<file path="config.mk">
export PLATFORM = sky130hd
export DESIGN_NAME = alu_ctrl_issue
export DESIGN_NICKNAME = d
export VERILOG_FILES = /design/src/rtl/alu_ctrl_issue.sv
export SDC_FILE = /design/constraint.sdc
export NUM_CORES = 1
export LEC_CHECK = 0
export CORE_MARGIN = 3
export CORE_UTILIZATION = 37
export CTS_BUF_LIST = sky130_fd_sc_hd__clkbuf_16
export DETAILED_ROUTE_END_ITERATION = 8
export HOLD_SLACK_MARGIN = 0.12
export PLACE_DENSITY_LB_ADDON = 0.1
export SYNTH_ARGS = -nofsm -noshare
export SYNTH_HDL_FRONTEND = slang
export SYNTH_SLANG_ARGS = --single-unit
</file>
<file path="constraint.sdc">
create_clock -name clk -period 1.8 [get_ports clk]
set_input_delay 0.54 -clock clk [delete_from_list [all_inputs] [get_ports clk]]
set_output_delay 0.54 -clock clk [all_outputs]
set_load 0.005 [all_outputs]
</file>
<file path="src/rtl/alu_ctrl_issue.sv">
// ALU control issue stage: decodes opcode/funct into ALU op + routing flags and queues them.
// Optional macro ALU_CTRL_ILLEGAL_EN adds a stored per-entry out_illegal flag.
module alu_ctrl_issue #(
  parameter int DEPTH = 2,
  parameter int TAG_W = 4
) (
  input  logic             clk,
  input  logic             reset_n,
  input  logic             in_valid,
  output logic             in_ready,
  input  logic [5:0]       in_opcode,
  input  logic [5:0]       in_funct,
  input  logic [TAG_W-1:0] in_tag,
  output logic             out_valid,
  input  logic             out_ready,
  output logic [3:0]       out_alu_op,
  output logic             out_swap,
  output logic             out_use_imm,
`ifdef ALU_CTRL_ILLEGAL_EN
  output logic             out_illegal,
`endif
  output logic [TAG_W-1:0] out_tag
);
  localparam int PTR_W = $clog2(DEPTH);
  localparam int CNT_W = $clog2(DEPTH + 1);

  localparam logic [3:0] OP_ADD = 4'b0000, OP_SUB = 4'b0010, OP_AND = 4'b0100,
                         OP_OR  = 4'b0101, OP_XOR = 4'b0110, OP_NOR = 4'b0111,
                         OP_SGT = 4'b1010;

  typedef struct packed {
`ifdef ALU_CTRL_ILLEGAL_EN
    logic             ill;
`endif
    logic [3:0]       op;
    logic             swap;
    logic             imm;
    logic [TAG_W-1:0] tag;
  } entry_t;

  entry_t             dec;
  entry_t             mem_q [DEPTH];
  logic [PTR_W-1:0]   wr_ptr_q, wr_ptr_d, rd_ptr_q, rd_ptr_d;
  logic [CNT_W-1:0]   cnt_q, cnt_d;
  logic               push, pop;

  // Unrecognised encodings fall through with the all-zero ADD defaults.
  always_comb begin
    dec     = '0;
    dec.tag = in_tag;
    case (in_opcode)
      6'h00: case (in_funct)
        6'h20, 6'h21: dec.op = OP_ADD;
        6'h22, 6'h23: dec.op = OP_SUB;
        6'h24:        dec.op = OP_AND;
        6'h25:        dec.op = OP_OR;
        6'h26:        dec.op = OP_XOR;
        6'h27:        dec.op = OP_NOR;
        6'h2A:        begin dec.op = OP_SGT; dec.swap = 1'b1; end
        default: begin
`ifdef ALU_CTRL_ILLEGAL_EN
          dec.ill = 1'b1;
`endif
        end
      endcase
      6'h08, 6'h09, 6'h23, 6'h2B: begin dec.op = OP_ADD; dec.imm = 1'b1; end
      6'h0C: begin dec.op = OP_AND; dec.imm = 1'b1; end
      6'h0D: begin dec.op = OP_OR;  dec.imm = 1'b1; end
      6'h0E: begin dec.op = OP_XOR; dec.imm = 1'b1; end
      6'h0A: begin dec.op = OP_SGT; dec.imm = 1'b1; dec.swap = 1'b1; end
      6'h04, 6'h05: dec.op = OP_SUB;
      default: begin
`ifdef ALU_CTRL_ILLEGAL_EN
        dec.ill = 1'b1;
`endif
      end
    endcase
  end

  // in_ready looks only at registered state so upstream never sees a path from out_ready.
  assign in_ready  = cnt_q < CNT_W'(DEPTH);
  assign out_valid = cnt_q != '0;
  assign push      = in_valid && in_ready;
  assign pop       = out_ready && out_valid;

  always_comb begin
    wr_ptr_d = push ? wr_ptr_q + PTR_W'(1) : wr_ptr_q;
    rd_ptr_d = pop  ? rd_ptr_q + PTR_W'(1) : rd_ptr_q;
    cnt_d    = cnt_q + CNT_W'(push) - CNT_W'(pop);
  end

  always_ff @(posedge clk or negedge reset_n) begin
    if (!reset_n) begin
      wr_ptr_q <= '0;
      rd_ptr_q <= '0;
      cnt_q    <= '0;
      for (int i = 0; i < DEPTH; i++) mem_q[i] <= '0;
    end else begin
      wr_ptr_q <= wr_ptr_d;
      rd_ptr_q <= rd_ptr_d;
      cnt_q    <= cnt_d;
      if (push) mem_q[wr_ptr_q] <= dec;
    end
  end

  assign out_alu_op  = mem_q[rd_ptr_q].op;
  assign out_swap    = mem_q[rd_ptr_q].swap;
  assign out_use_imm = mem_q[rd_ptr_q].imm;
  assign out_tag     = mem_q[rd_ptr_q].tag;
`ifdef ALU_CTRL_ILLEGAL_EN
  assign out_illegal = mem_q[rd_ptr_q].ill;
`endif

endmodule

</file>
# After elaboration in Yosys (flattened, before gate mapping)

Index checks and enable logic that the tools add are counted.

Flip-flop bits (word level): 24
Output and inout bits: 12

Add/sub/neg operators: 4
Magnitude comparators: 4
Eq/ne operators: 17
Muxes and demuxes: 11
Bitwise logic cells: 2
Reductions and logical operators: 8

Operator list:

| cell                                                                         | count |
|---|---|
| 6-bit equality test, second input constant                                   | 9 |
| 4-bit case mux with 6 select lines                                           | 2 |
| 10-bit 2-to-1 mux                                                            | 4 |
| 6-bit by 4-bit equality test with 1-bit output, second input constant        | 6 |
| 20-bit bitwise mux                                                           | 1 |
| 6-bit by 3-bit equality test with 1-bit output, second input constant        | 2 |
| 10-bit demux with 1-bit select                                               | 1 |
| 8-bit OR reduction                                                           | 1 |
| 6-bit zero test                                                              | 1 |
| 2-bit greater-or-equal comparator, second input constant                     | 2 |
| 1-bit NOT with 2-bit output                                                  | 2 |
| 2-bit OR reduction                                                           | 2 |
| 1-bit logical AND                                                            | 3 |
| 1-bit adder, second input constant                                           | 2 |
| 2-bit by 1-bit adder with 2-bit output                                       | 1 |
| 2-bit by 1-bit less-than comparator with 1-bit output, second input constant | 1 |
| 2-bit less-than comparator, second input constant                            | 1 |
| 1-bit 2-to-1 mux                                                             | 2 |
| 1-bit case mux with 2 select lines                                           | 1 |
| 2-bit nonzero test                                                           | 1 |
| 2-bit by 1-bit subtractor with 2-bit output                                  | 1 |

# Depth between registers and ports, before layout

Depth after elaboration: 6
Depth in mapped cells: 8

# Least setup slack after synthesis

No wires, ideal clock.

Path type: register to register
Start: reg cnt_q[1]
End: reg cnt_q[1]
Library setup time: 0.123 ns
Arrival: 1.671 ns
Path slack: 0.006 ns
Stages on the path, launching flop included: 9
Buffers on the path: 1
Period minus slack after synthesis: 1.794 ns
Cell sequence: dfrtp_1 > buf_6 > or2_2 > and2_1 > ha_1 > inv_1 > ha_1 > xnor2_1 > xnor2_1

RTL lines:

| what                                        | line | text |
|---|---|---|
| from (decl)                                 | 44   | `logic [CNT_W-1:0] cnt_q, cnt_d;` |
| from (signal assigned)                      | 101  | `cnt_q <= cnt_d;` |
| 2-bit nonzero test                          | 82   | `assign out_valid = cnt_q != '0;` |
| via out_valid                               | 14   | `output logic out_valid,` |
| 1-bit logical AND                           | 84   | `assign pop = out_ready && out_valid;` |
| via pop                                     | 45   | `logic push, pop;` |
| 2-bit by 1-bit subtractor with 2-bit output | 89   | `cnt_d = cnt_q + CNT_W'(push) - CNT_W'(pop);` |
| via cnt_d[1]                                | 44   |  |

The timed path passes the listed nets, and every way through them passes these cells.
A chain may end at the register's enable or synchronous reset.

# Worst setup path after layout

Start: reg rd_ptr_q
End: out out_tag[0]

Cells in the longest elaborated chain, start to end: 4

Ends and longest elaborated chain:

| what                                                  | line | text |
|---|---|---|
| from (decl)                                           | 43   | `logic [PTR_W-1:0] wr_ptr_q, wr_ptr_d, rd_ptr_q, rd_ptr_d;` |
| from (signal assigned)                                | 100  | `rd_ptr_q <= rd_ptr_d;` |
| 1-bit NOT with 2-bit output (implied by the code)     | 109  | `assign out_tag = mem_q[rd_ptr_q].tag;` |
| 10-bit 2-to-1 mux (implied by the code) (3 in series) | 109  |  |
| to (decl)                                             | 22   | `output logic [TAG_W-1:0] out_tag` |

No other way between the ends. The select of a mux whose other input is x is not followed.

==> results by group <==
Floorplan
  – Die Wd: between 60 and 70 microns
  – Die Y: 64.6 microns
  – IO Pins: 32
  – Die ar.: 0.00418 sq mm
  – Core Area: between 0.003 and 0.004 sq mm
  – Row cnt: 20
  – Initial Util: between 40% and 50%

Worst setup path
  – Worst Reg-to-Reg Cells: 7
  – Crit-path max FO: 5
  – Crit path launch type: flop
  – R2r endpoint: cnt_q[1]
  – CP most frequent cell: buf_6
  – CP top delay family: flip-flops
  – Max incr delay on CP: 0.44 ns
  – CP Data Arrival Time: approximately 1.4 ns
  – R2r setup slk: 0.07 ns
  – CP Buf/Inv Count: 3
  – Critical Path RT: between 1 and 1.5 ns
  – CP Launch Point: rd_ptr_q
  – CP Class: flop to output pin
  – CP max stage cell: dfrtp_2
  – Reg-to-Reg Start: cnt_q[1]
  – Worst path cell trace: buf_6 > buf_6 > mux2_4 > buf_6
  – Crit. End Element: output pin

Timing
  – Worst Slack Setup Final: -0.0928 ns
  – Slew HR: 78.2%
  – Fin Clk Skew: 0.00300 ns
  – Peak Freq: approximately 530 MHz
  – RSZ-0062 raised after global routing: yes
  – Setup TNS: -0.519 ns
  – Hold Fails Final Rpt: 0
  – Final Setup Violations: 6
  – Worst-margin pin slew: 0.327 ns
  – Final Max Tran Viols: 0
  – Final worst-path cycle share: 105%
  – Clock period minus worst slack: approximately 1.9 ns

Yosys
  – Share of the synthesized area in the top cell type: a little under half
  – Leading area contributor after synthesis: dfrtp_1
  – YS warnings: 0
  – Sequential fraction of the synthesis area: 47.2%
  – Synth Flop Type: dfrtp_1
  – Number of flops mapped to enable cells by yosys: 0
  – Syn nets: 147
  – Largest family of logic cells by synthesized area: simple AND/OR/NAND/NOR gates
  – Post-Synth Simple-Gate Area: 26.5%
  – Area contributors post-synth: dfrtp_1 (47%), nand2_1 (12%), mux2_2 (8.9%)
  – Adder-Cell Fraction of Synth Area: 1.97%
  – Post-synthesis async set-or-reset flop share: 100%
  – Synthesis-stage register bit count: 24
  – Mapped Cells: between 100 and 150
  – Mux share of post-synthesis cell area: under 10%
  – Synth cell types: 33
  – Post-synthesis compound-gate area fraction: a little under a tenth
  – Post-Syn Area: 0.00127 sq mm
  – Post-synthesis xor/xnor area fraction: 2.07%
  – Syn Area/Cell: 10.2 sq um

Drt
  – Routed length per instance: around 13 microns
  – Vias: 1133
  – Met1 Wirelength: 1.26 mm
  – Top sig layer: met4
  – Detail Route met3 WL: 133 microns
  – Post-route DRC: 0
  – Drt first pass iters: 4
  – Antenna Violating Nets Remaining: 0
  – Mean number of vias per cell: 4.97
  – Detailed route wirelength on metal2: approximately 1.6 mm
  – Drt initial violations: 43
  – Final WL: 3.07 mm

Power and ir drop
  – Leakage power total: around 0.93 nW
  – Max VDD drop: 0.000517 V
  – Tot Pwr: 2.71 mW
  – Power per cell area: 1370 mW/mm^2

Final layout
  – Area of the multi-input gates: 671 sq um
  – Non-filler cells, final: about 230
  – Share of layout cells above drive strength 1: 34.8%
  – Utilization after layout: 62.6%
  – Sequential cell area: approximately 600 sq um
  – Design area: between 0.0015 and 0.002 sq mm
  – Most common cell after layout, fill and taps aside: nand2_1
  – Antenna diodes: 0
  – Final #Nets: 207
  – Fill count: 286
  – Most frequent cells in the layout: nand2_1 (39), dfrtp_1 (23), buf_4 (21), clkdlybuf4s50_1 (19), buf_6 (16)
  – Synthesis-to-layout area growth: 55.2%

Min path
  – Hold Path Class: flop to flop
  – Hold depth: 2
  – Hold Path Sink: mem_q[11]
  – HP Start: mem_q[11]

Run status
  – Failing checks: setup timing
  – Status: complete, but fails checks

Clock network
  – Clock Tree Buf Depth: 2
  – CTS Buf Count: 3
  – CTS tree: done
  – Skew-Pair Late Insertion Delay: 0.26 ns
  – Clock transition at path regs: 0.06 ns
  – CTS H-tree lvls: 1
  – Root buffer cell: clkbuf_16
  – # clock sinks: 24

Place
  – DP Area: 0.00176 sq mm
  – Post-Place Cells: 217
  – Port bufs: 31
  – Detail Placement HPWL: approximately 2.2 mm
  – Routability cong.: around 0.74

Global route
  – Number of global-route vias before repair: 1173
  – First-pass GRT wire length: 5.19 mm
  – GRT overflow: 0
  – All-Layer GR Usage: 16.2%
  – Initial antenna violation count: 0
  – Largest net degree at the start of global routing: 25

Run
  – Max-Cap Viols: 0
power by group:
part / internal (mW) / switching (mW)
logic: 0.838 / 0.515
clock network: 0.297 / 0.186
registers: 0.744 / 0.126
total: 1.88 / 0.828
cell type report:
type | instances | area share (%)
inverters | 3 | 0.571
clock buffers | 3 | 3.80
repair buffers | 60 | 28.2
well taps | 44 | 2.79
multi-input cells | 93 | 34.0
flip-flops and latches | 24 | 30.5
clock inverters | 1 | 0.190
routing by layer:
metal  vias up  GRT usage [%]
met4         0           9.50
met1       532           17.4
met5         -              0
li1        556              -
met3         9           2.08
met2        36           29.9
through the flow:
stage | setup slack [ns] | hold slack [ns]
2_1_floorplan | 0.00615 | 0.244
3_3_place_gp | -0.152 | 0.452
3_5_place_dp | -0.200 | 0.463
4_1_cts | -0.124 | 0.477
5_1_grt | -0.128 | 0.502
6_report | -0.0928 | 0.474
flip-flops by register name, indices dropped and copies added (netlist names):
signal / count
wr_ptr_q: 1
mem_q: 20
rd_ptr_q: 1
cnt_q: 2
Yosys cell counts, types with 3 or more instances:
cell type  count
mux2_2        10
inv_1          3
o211ai_1       5
o21ai_0        4
nand2_1       39
dfrtp_1       24
nor2_1         3
buf_2          3
a31oi_1        3
tightest hold or removal path: stages (launching register included):
cell and delay, ns:
dfrtp_1 0.34, nand2_1 0.05, nand2_1 0.05
cells by family (layout without fill, tap and decap cells):
kind of cell    count (synthesis)  after routing
fa+ha+maj                       2              2
compound gates                 18             18
buf+inv                         8             67
flops                          24             24
simple gates                   60             60
mux                            10             10
xor+xnor                        3              3
worst max-delay path by stage:
| stage | endpoint | cells past startpoint |
|---|---|---|
| finish | out_tag[0] | 4 |
| detailed placement | cnt_q[1] | 7 |
| CTS | out_alu_op[3] | 4 |
| global route | out_tag[1] | 4 |
| global placement | cnt_q[1] | 7 |
| floorplan | cnt_q[1] | 8 |
what timing repair did:
action | CTS | global route
setup endpoints to repair | 12 | 14
hold buffers | 0 | 0
gates resized for setup | 57 | 14
buffers inserted | 6 | 1
pin swaps | 0 | 0
cloned | 0 | 0
(Power assumes the default switching activity.)
